### src/rtl/fifo_uart_tx_pkg.sv
// Shared types and default constants for the FIFO-fed UART transmitter.
// The PARITY encoding is always reserved, even when FIFO_UART_TX_PARITY_EN is undefined.
package fifo_uart_pkg;

  localparam int unsigned DEF_CLK_DIV   = 868;
  localparam int unsigned DEF_DATA_BITS = 8;
  localparam int unsigned DEF_STOP_BITS = 1;

  typedef enum logic [2:0] {
    ST_IDLE   = 3'd0,
    ST_FETCH  = 3'd1,
    ST_LOAD   = 3'd2,
    ST_START  = 3'd3,
    ST_DATA   = 3'd4,
    ST_PARITY = 3'd5,
    ST_STOP   = 3'd6
  } state_t;

endpackage

### src/rtl/fifo_uart_tx_if.sv
// Read-side handshake between the synchronous FIFO and the UART transmitter.
interface fifo_uart_tx_if #(
  parameter int unsigned DATA_BITS = 8
);

  logic                 fifo_empty;
  logic [DATA_BITS-1:0] fifo_data;
  logic                 fifo_rd_en;

  // master: the transmitter that pops; slave: the FIFO being drained
  modport master (
    input  fifo_empty,
    input  fifo_data,
    output fifo_rd_en
  );

  modport slave (
    output fifo_empty,
    output fifo_data,
    input  fifo_rd_en
  );

endinterface

### src/rtl/fifo_uart_tx_baud_cnt.sv
// Bit-period counter: counts 0..CLK_DIV-1 while enabled, ticks on the last count.
module uart_baud_cnt #(
  parameter int unsigned CLK_DIV = 868
) (
  input  logic clk,
  input  logic rst_n,
  input  logic en,
  output logic tick
);

  localparam int unsigned   CW   = (CLK_DIV > 1) ? $clog2(CLK_DIV) : 1;
  localparam logic [CW-1:0] LAST = CW'(CLK_DIV - 1);

  logic [CW-1:0] cnt_q, cnt_d;

  always_comb begin
    cnt_d = '0;
    if (en && (cnt_q != LAST)) cnt_d = cnt_q + 1'b1;
  end

  always_ff @(posedge clk or negedge rst_n) begin
    if (!rst_n) cnt_q <= '0;
    else        cnt_q <= cnt_d;
  end

  assign tick = en && (cnt_q == LAST);

endmodule

### src/rtl/fifo_uart_tx.sv
// UART transmitter draining a synchronous FIFO, 8N1/8N2 by default.
// Define FIFO_UART_TX_PARITY_EN to insert an even-parity bit after the data bits.
module fifo_uart_tx
  import fifo_uart_pkg::*;
#(
  parameter int unsigned CLK_DIV   = DEF_CLK_DIV,
  parameter int unsigned DATA_BITS = DEF_DATA_BITS,
  parameter int unsigned STOP_BITS = DEF_STOP_BITS
) (
  input  logic           clk,
  input  logic           rst_n,
  fifo_uart_tx_if.master fifo,
  output logic           tx,
  output logic           busy,
  output logic           tx_done
);

  localparam int unsigned   IW        = (DATA_BITS > 1) ? $clog2(DATA_BITS) : 1;
  localparam logic [IW-1:0] LAST_DATA = IW'(DATA_BITS - 1);
  localparam logic [IW-1:0] LAST_STOP = IW'(STOP_BITS - 1);

  state_t               state_q, state_d;
  logic [DATA_BITS-1:0] shift_q, shift_d;
  logic [IW-1:0]        idx_q, idx_d;
  logic                 tx_q, tx_d;
  logic                 rd_en_q, rd_en_d;
  logic                 busy_q, busy_d;
  logic                 done_q, done_d;
`ifdef FIFO_UART_TX_PARITY_EN
  logic                 parity_q, parity_d;
`endif

  logic baud_en;
  logic bit_tick;

  assign baud_en = state_q inside {ST_START, ST_DATA, ST_PARITY, ST_STOP};

  uart_baud_cnt #(.CLK_DIV(CLK_DIV)) u_baud (
    .clk   (clk),
    .rst_n (rst_n),
    .en    (baud_en),
    .tick  (bit_tick)
  );

  // tx_d is the line level for the next state, so tx itself is a plain flop
  always_comb begin
    state_d  = state_q;
    shift_d  = shift_q;
    idx_d    = idx_q;
    tx_d     = tx_q;
    rd_en_d  = 1'b0;
    done_d   = 1'b0;
`ifdef FIFO_UART_TX_PARITY_EN
    parity_d = parity_q;
`endif
    unique case (state_q)
      ST_IDLE: begin
        tx_d = 1'b1;
        if (!fifo.fifo_empty) begin
          state_d = ST_FETCH;
          rd_en_d = 1'b1;
        end
      end
      ST_FETCH: state_d = ST_LOAD;
      ST_LOAD: begin
        shift_d  = fifo.fifo_data;
`ifdef FIFO_UART_TX_PARITY_EN
        parity_d = ^fifo.fifo_data;
`endif
        idx_d    = '0;
        tx_d     = 1'b0;
        state_d  = ST_START;
      end
      ST_START: begin
        if (bit_tick) begin
          state_d = ST_DATA;
          tx_d    = shift_q[0];
        end
      end
      ST_DATA: begin
        if (bit_tick) begin
          if (idx_q == LAST_DATA) begin
            idx_d   = '0;
`ifdef FIFO_UART_TX_PARITY_EN
            state_d = ST_PARITY;
            tx_d    = parity_q;
`else
            state_d = ST_STOP;
            tx_d    = 1'b1;
`endif
          end else begin
            shift_d = shift_q >> 1;
            tx_d    = shift_d[0];
            idx_d   = idx_q + 1'b1;
          end
        end
      end
`ifdef FIFO_UART_TX_PARITY_EN
      ST_PARITY: begin
        if (bit_tick) begin
          state_d = ST_STOP;
          tx_d    = 1'b1;
        end
      end
`endif
      ST_STOP: begin
        if (bit_tick) begin
          if (idx_q == LAST_STOP) begin
            idx_d   = '0;
            state_d = ST_IDLE;
            done_d  = 1'b1;
          end else begin
            idx_d = idx_q + 1'b1;
          end
        end
      end
      default: begin
        state_d = ST_IDLE;
        tx_d    = 1'b1;
      end
    endcase
    busy_d = (state_d != ST_IDLE);
  end

  always_ff @(posedge clk or negedge rst_n) begin
    if (!rst_n) begin
      state_q  <= ST_IDLE;
      shift_q  <= '0;
      idx_q    <= '0;
      tx_q     <= 1'b1;
      rd_en_q  <= 1'b0;
      busy_q   <= 1'b0;
      done_q   <= 1'b0;
`ifdef FIFO_UART_TX_PARITY_EN
      parity_q <= 1'b0;
`endif
    end else begin
      state_q  <= state_d;
      shift_q  <= shift_d;
      idx_q    <= idx_d;
      tx_q     <= tx_d;
      rd_en_q  <= rd_en_d;
      busy_q   <= busy_d;
      done_q   <= done_d;
`ifdef FIFO_UART_TX_PARITY_EN
      parity_q <= parity_d;
`endif
    end
  end

  assign fifo.fifo_rd_en = rd_en_q;
  assign tx              = tx_q;
  assign busy            = busy_q;
  assign tx_done         = done_q;

endmodule

### src/flat_wrapper.sv
// flat-port wrapper written by rule: the top's interface ports become plain ports
module fifo_uart_tx_flat import fifo_uart_pkg::*;
#(
  parameter int unsigned CLK_DIV   = DEF_CLK_DIV,
  parameter int unsigned DATA_BITS = DEF_DATA_BITS,
  parameter int unsigned STOP_BITS = DEF_STOP_BITS
)
  (clk, rst_n, tx, busy, tx_done, fifo_fifo_empty, fifo_fifo_data, fifo_fifo_rd_en);
  fifo_uart_tx_if #(.DATA_BITS(DATA_BITS)) fifo_i ();
  input  logic clk;
  input  logic rst_n;
  output logic tx;
  output logic busy;
  output logic tx_done;
  input wire logic [$bits(fifo_i.fifo_empty)-1:0] fifo_fifo_empty;
  input wire logic [$bits(fifo_i.fifo_data)-1:0] fifo_fifo_data;
  output wire logic [$bits(fifo_i.fifo_rd_en)-1:0] fifo_fifo_rd_en;
  assign fifo_i.fifo_empty = fifo_fifo_empty;
  assign fifo_i.fifo_data = fifo_fifo_data;
  assign fifo_fifo_rd_en = fifo_i.fifo_rd_en;
  fifo_uart_tx #(.CLK_DIV(CLK_DIV), .DATA_BITS(DATA_BITS), .STOP_BITS(STOP_BITS)) u_core (.clk(clk), .rst_n(rst_n), .fifo(fifo_i), .tx(tx), .busy(busy), .tx_done(tx_done));
endmodule
### config.mk
export PLATFORM = sky130hd
export DESIGN_NAME = fifo_uart_tx_flat
export DESIGN_NICKNAME = d
export VERILOG_FILES = /design/src/rtl/fifo_uart_tx_pkg.sv /design/src/rtl/fifo_uart_tx_if.sv /design/src/rtl/fifo_uart_tx_baud_cnt.sv /design/src/rtl/fifo_uart_tx.sv /design/src/flat_wrapper.sv
export SDC_FILE = /design/constraint.sdc
export NUM_CORES = 1
export LEC_CHECK = 0
export ABC_AREA = 1
export CORE_UTILIZATION = 33
export DETAILED_ROUTE_END_ITERATION = 8
export PLACE_DENSITY = 0.53
export SYNTH_ARGS = -nofsm -noshare
export SYNTH_HDL_FRONTEND = slang
export SYNTH_SLANG_ARGS = --single-unit
### constraint.sdc
create_clock -name clk -period 1.35 [get_ports clk]
set_input_delay 0.27 -clock clk [delete_from_list [all_inputs] [get_ports clk]]
set_output_delay 0.27 -clock clk [all_outputs]
set_load 0.005 [all_outputs]
==> results.sh, run 1 <==
export IMPL_outcome="complete, but fails checks"
export IMPL_failed_checks="setup timing"
export IMPL_mostFrequentLayoutCells="nand2_1, dfrtp_1, buf_4"
export IMPL_relSlewSlack_pct=79.5
export IMPL_numCtsBuffers=3
export IMPL_route_final_wire_length_um=3310
export IMPL_grt_antenna_before_repair=0
export IMPL_h_tree_depth=1
export IMPL_cts_tree="yes"
export IMPL_switching_share_pct=21.4
export IMPL_drt_first_pass_iters=4
export IMPL_globalplace_congestion=0.734
export IMPL_final_min_clock_period_ns=1.45
export IMPL_stdcell_count=289
export IMPL_dpl_cell_area_um2=1980
export IMPL_fin_crit_sh_pct=107
export IMPL_finClkSkew_ns=0.00437
export IMPL_yosys_warnings=0
export IMPL_setup_viol=22
export IMPL_drt_iter0_drc=59
export IMPL_hold_class="in2async"
export IMPL_port_buffers=14
export IMPL_multi_input_area_um2=872
export IMPL_hold_viol_final=0
export IMPL_detail_route_vias_per_cell=4.52
export IMPL_grt_pass1_vias=1246
export IMPL_rsz0062_at_grt="true"
export IMPL_finalMaxSlewViolations=0
export IMPL_ant_nets=0
export IMPL_wl_met2_um=1640
export IMPL_root_buffer="clkbuf_8"
export IMPL_clk_pin_slew_ns=0.10
export IMPL_highest_signal_layer="met4"
export IMPL_synth_top_cell_area_share_pct=44.1
export IMPL_die_height_um=70.2
export IMPL_clock_fmax_ghz=0.689
export IMPL_worst_setup_path_start_kind="register"
export IMPL_crit_type="reg2reg"
export IMPL_final_area_um2=2250
export IMPL_irDropWorstVdd_uv=545
export IMPL_seqPwrFrac_pct=58.3
export IMPL_maxCapViolations=0
export IMPL_synth_distinct_cells=27
export IMPL_pwr_share_comb_pct=5.3
export IMPL_routedWlPerCell_um=11.4
export IMPL_leakage_nw=1.07
export IMPL_die_area_um2=4920
export IMPL_grt_overflow=0
export IMPL_syn_to_final_growth_pct=46.7
export IMPL_die_width_um=70.2
export IMPL_met3_length_um=69
export IMPL_dp_slack_ns=-0.164
export IMPL_start_util_pct=34.7
export IMPL_num_vias=1307
export IMPL_clk_latency_ns=0.28
export IMPL_ys_top_cells_by_area="dfrtp_1, nand2_1, inv_1, o21ai_0, nor2_1"
export IMPL_fin_ws_ns=-0.101
export IMPL_layout_commonest_cell="nand2_1"
export IMPL_drc=0
export IMPL_place_hpwl_um=2420
export IMPL_critPathRequiredTime_ns=1.56
export IMPL_antennaDiodeCount=0
export IMPL_grt_pass1_wl_um=5560
export IMPL_syn_inst=188
export IMPL_dp_cells=281
export IMPL_postSynthAreaPerCell_um2=8.15
export IMPL_nets=253
export IMPL_drt_met1_wl_um=1570
export IMPL_grt_usage_pct=14.2
export IMPL_yosysSeqAreaShare_pct=45.8
export IMPL_ioPinCount=15
export IMPL_syn_nets=203
export IMPL_synth_top_area_cell="dfrtp_1"
export IMPL_intPower_mw=1.15
export IMPL_cts_sinks=28
export IMPL_switching_power_mw=0.313
export IMPL_endpoint_kind="register"
export IMPL_worstMarginPinSlew_ns=0.304
export IMPL_num_rows=24
export IMPL_crit_path_max_fanout=16
export IMPL_fillCellCount=437
export IMPL_core_area_um2=4410
export IMPL_syn_area_um2=1530
export IMPL_clock_path_buffers=2
export IMPL_ys_ff_latch=28
export IMPL_power_density_nw_per_um2=652
export IMPL_drive_gt1_share_pct=38.0
export IMPL_critPathArrivalTime_ns=1.66
export IMPL_grt_max_degree=17
export IMPL_power_share_clock_pct=36.5
export IMPL_seq_area_um2=703
## layout make-up
| class | count | share of cell area, % |
|---|---|---|
| Tap cell | 52 | 2.89 |
| Timing Repair Buffer | 47 | 19.5 |
| Sequential cell | 28 | 31.3 |
| Clock buffer | 4 | 2.45 |
| Multi-Input combinational cell | 129 | 38.8 |
| Inverter | 29 | 5.06 |
## timing repair
item | in CTS | in global routing
pin swaps | 2 | 10
hold buffers | 0 | 0
endpoints found under the setup margin | 28 | 26
setup buffers | 0 | 4
gates resized for setup | 14 | 48
hold endpoints to repair | 0 | 0
## kinds of logic after synthesis
| kind of cell | count (synthesis) | share of synthesized area (%) |
|---|---|---|
| simple gates | 90 | 28.7 |
| flops | 28 | 45.8 |
| xor+xnor | 2 | 1.14 |
| fa+ha+maj | 4 | 3.27 |
| buf+inv | 31 | 8.16 |
| compound gates | 33 | 13.0 |
## stage by stage
stage	power (mW)	setup TNS [ns]	hold WS [ns]	util, %
floorplan	0.892	-0.870	-0.0256	-
global placement	0.949	-1.65	0.478	44.8
detailed placement	0.949	-2.12	0.481	44.8
CTS	1.49	-1.30	0.322	46.8
global route	1.53	-3.61	0.323	50.9
finish	1.47	-1.30	0.314	50.9
## power by group through the flow
stage / combinational, mW / sequential (mW) / clock (mW)
after floorplan: 0.0224 / 0.870 / 0
after global placement: 0.0780 / 0.871 / 0
after detailed placement: 0.0783 / 0.871 / 0
after CTS: 0.0785 / 0.854 / 0.556
after global routing: 0.0884 / 0.856 / 0.584
final: 0.0771 / 0.854 / 0.534
## state kept, by name (all words and copies together), names as in the netlist
signal                  cells
u_core.busy                 1
u_core.tx                   1
u_core.fifo.fifo_rd_en      1
u_core.u_baud.cnt_q        10
u_core.idx_q                3
u_core.tx_done              1
u_core.state_q              3
u_core.shift_q              8
## Yosys cell counts
master,instances
a21oi_1,5
a21oi_2,1
buf_2,1
buf_6,1
dfrtp_1,27
dfstp_2,1
ha_1,4
inv_1,26
inv_2,3
nand2_1,34
nand2_2,6
nand2_4,2
nand3_1,13
nand3_4,1
nand4_1,2
nor2_1,21
nor2_2,2
nor2_8,1
nor3_1,6
nor3b_1,2
o21a_1,1
o21ai_0,18
o21ai_1,2
o21ai_2,3
o21ai_4,1
o21bai_1,2
xor2_1,2
## worst max-delay path: stages, from the launching register on
cell	delay (ns)
dfrtp_1	0.41
ha_4	0.19
nand2_4	0.06
nor2_4	0.12
nand3_4	0.13
o21ai_4	0.17
buf_12	0.16
nor2_1	0.04
a21oi_1	0.11
## final timing paths
| path | from | cells after the start | endpoint | slack, ns |
|---|---|---|---|---|
| max reg2reg | u_core.u_baud.cnt_q[1] | 8 | u_core.shift_q[1] | -0.10 |
| max | u_core.u_baud.cnt_q[1] | 8 | u_core.shift_q[1] | -0.10 |
| min | rst_n | 2 | u_core.idx_q[1] | 0.31 |
| max in group asynchronous | rst_n | 2 | u_core.tx | 0.81 |
| min reg2reg | u_core.tx | 2 | u_core.tx | 0.48 |
| min in group clk | u_core.tx | 2 | u_core.tx | 0.48 |
## layer usage
layer,up-vias,track usage [%]
met5,-,0
met4,0,3.33
met3,2,3.46
met2,8,24.0
met1,594,18.2
li1,703,-
(Power assumes the default switching activity.)
==> inputs of run 2 (changes only) <==
--- a/config.mk
+++ b/config.mk
@@ -8,7 +8,7 @@
 export ABC_AREA = 1
 export CORE_UTILIZATION = 33
 export DETAILED_ROUTE_END_ITERATION = 8
-export PLACE_DENSITY = 0.53
+export PLACE_DENSITY = 0.62
 export SYNTH_ARGS = -nofsm -noshare
 export SYNTH_HDL_FRONTEND = slang
 export SYNTH_SLANG_ARGS = --single-unit
==> results.sh, run 2 (same netlist as run 1, synthesis figures left out) <==
export IMPL_outcome="complete, but fails checks"
export IMPL_failed_checks="setup timing"
export IMPL_stdcell_count=287
export IMPL_die_height_um=70.2
export IMPL_hold_viol_final=0
export IMPL_power_density_nw_per_um2=721
export IMPL_endpoint_kind="register"
export IMPL_reg2regPathDepth=8
export IMPL_crit_type="reg2reg"
export IMPL_die_width_um=70.2
export IMPL_fillCellCount=404
export IMPL_finClkSkew_ns=0.00516
export IMPL_pwr_share_comb_pct=5.3
export IMPL_cpPeakStageDelay_ns=0.43
export IMPL_grt_pass1_vias=1345
export IMPL_mostFrequentLayoutCells="nand2_1, buf_4, dfrtp_1"
export IMPL_irDropWorstVdd_uv=468
export IMPL_core_area_um2=4410
export IMPL_cts_sinks=28
export IMPL_reg_top3="u_core.u_baud.cnt_q (10), u_core.shift_q (8)"
export IMPL_relSlewSlack_pct=76.6
export IMPL_switching_power_mw=0.315
export IMPL_grt_usage_pct=15.0
export IMPL_final_area_um2=2230
export IMPL_cp_cell_sequence="ha_4 -> ha_4 -> inv_4 -> nand2_4 -> o21ai_4 -> clkbuf_16 -> nand2_4 -> o21ai_2"
export IMPL_dp_slack_ns=-0.160
export IMPL_grt_max_degree=29
export IMPL_clk_latency_ns=0.27
export IMPL_multi_input_area_um2=863
export IMPL_finalMaxSlewViolations=0
export IMPL_final_min_clock_period_ns=1.47
export IMPL_worstMarginPinSlew_ns=0.347
export IMPL_switching_share_pct=19.6
export IMPL_critPathRequiredTime_ns=1.56
export IMPL_grt_overflow=0
export IMPL_worst_setup_path_start_kind="register"
export IMPL_seq_area_um2=703
export IMPL_fin_ws_ns=-0.118
export IMPL_globalplace_congestion=0.772
export IMPL_dpl_cell_area_um2=1940
export IMPL_route_final_wire_length_um=3410
export IMPL_ioPinCount=15
export IMPL_intPower_mw=1.29
export IMPL_drt_first_pass_iters=4
export IMPL_seqPwrFrac_pct=53.2
export IMPL_ant_nets=0
export IMPL_leakage_nw=1.08
export IMPL_clock_fmax_ghz=0.681
export IMPL_fin_crit_sh_pct=109
export IMPL_power_share_clock_pct=41.4
export IMPL_port_buffers=14
export IMPL_antennaDiodeCount=0
export IMPL_drive_gt1_share_pct=37.9
export IMPL_syn_to_final_growth_pct=45.4
export IMPL_top_register="u_core.u_baud.cnt_q"
export IMPL_routedWlPerCell_um=11.9
export IMPL_start_util_pct=34.7
export IMPL_grt_pass1_wl_um=5910
export IMPL_place_hpwl_um=2350
export IMPL_clock_path_buffers=2
export IMPL_setup_viol=15
export IMPL_hold_class="in2async"
export IMPL_grt_antenna_before_repair=0
export IMPL_clk_pin_slew_ns=0.10
export IMPL_cp_slowest_cell="dfrtp_1"
export IMPL_largest_reg_flops=10
export IMPL_dp_cells=278
export IMPL_maxCapViolations=0
export IMPL_layout_commonest_cell="nand2_1"
export IMPL_nets=251
export IMPL_drc=0
export IMPL_rsz0062_at_grt="true"
export IMPL_crit_path_max_fanout=8
export IMPL_p_total_mw=1.61
export IMPL_detail_route_vias_per_cell=4.73
export IMPL_num_rows=24
export IMPL_numCtsBuffers=3
export IMPL_critPathArrivalTime_ns=1.67
export IMPL_cts_tree="yes"
export IMPL_h_tree_depth=1
export IMPL_root_buffer="clkbuf_8"
export IMPL_die_area_um2=4920
export IMPL_drt_iter0_drc=39
export IMPL_num_vias=1357
run 2: repair_timing:
| item | 4_1_cts | 5_1_grt |
|---|---|---|
| pin swaps | 4 | 9 |
| resized for setup | 25 | 31 |
| gates cloned | 1 | 0 |
| endpoints found under the setup margin | 23 | 23 |
| setup buffers | 4 | 1 |
| hold buffers | 0 | 0 |
run 2: power by group through the flow:
stage / combinational, mW / clock (mW) / sequential (mW)
2_1_floorplan: 0.0224 / 0 / 0.870
3_3_place_gp: 0.0793 / 0 / 0.871
3_5_place_dp: 0.0808 / 0 / 0.871
4_1_cts: 0.0834 / 0.691 / 0.856
5_1_grt: 0.0976 / 0.720 / 0.857
6_report: 0.0858 / 0.666 / 0.856
run 2: per-stage QoR:
step	utilization [%]	TNS, ns	hold slack (ns)
final	50.5	-1.06	0.336
after floorplan	-	-0.870	-0.0256
after detailed placement	44.0	-1.84	0.504
after global placement	44.0	-1.20	0.484
after global routing	50.5	-2.98	0.351
after CTS	48.1	-1.34	0.338
run 2: path summary, 6_finish.rpt:
check	startpoint	endpoint	slack (ns)
worst min-delay path	rst_n	u_core.u_baud.cnt_q[0]	0.34
max in group asynchronous	rst_n	u_core.tx	0.77
worst max-delay path	u_core.idx_q[1]	u_core.shift_q[0]	-0.12
worst min register to register	u_core.shift_q[6]	u_core.shift_q[6]	0.53
min in group clk	u_core.shift_q[6]	u_core.shift_q[6]	0.53
worst max register to register	u_core.idx_q[1]	u_core.shift_q[0]	-0.12
run 2: final cells by class:
| cell class | instances | share of cell area (%) |
|---|---|---|
| Sequential cell | 28 | 31.6 |
| Inverter | 29 | 5.00 |
| Clock buffer | 3 | 1.85 |
| Clock inverter | 1 | 1.35 |
| Multi-Input combinational cell | 129 | 38.7 |
| Timing Repair Buffer | 45 | 18.6 |
| Tap cell | 52 | 2.92 |
run 2: critical path: cells and delay by family, from the launching register on:
kind	cells	cell delay (ns)
AOI/OAI and AO/OA	2	0.26
buffers and inverters	2	0.27
DFF	1	0.43
adders and majority gates	2	0.34
and+or+nand+nor	2	0.10
run 2: metal layers:
layer	track usage (%)	wire, µm	vias to the layer above
li1	-	-	700
met1	19.7	1630	639
met2	24.9	1670	16
met3	2.16	59	2
met4	6.00	44	0
met5	0	0	-
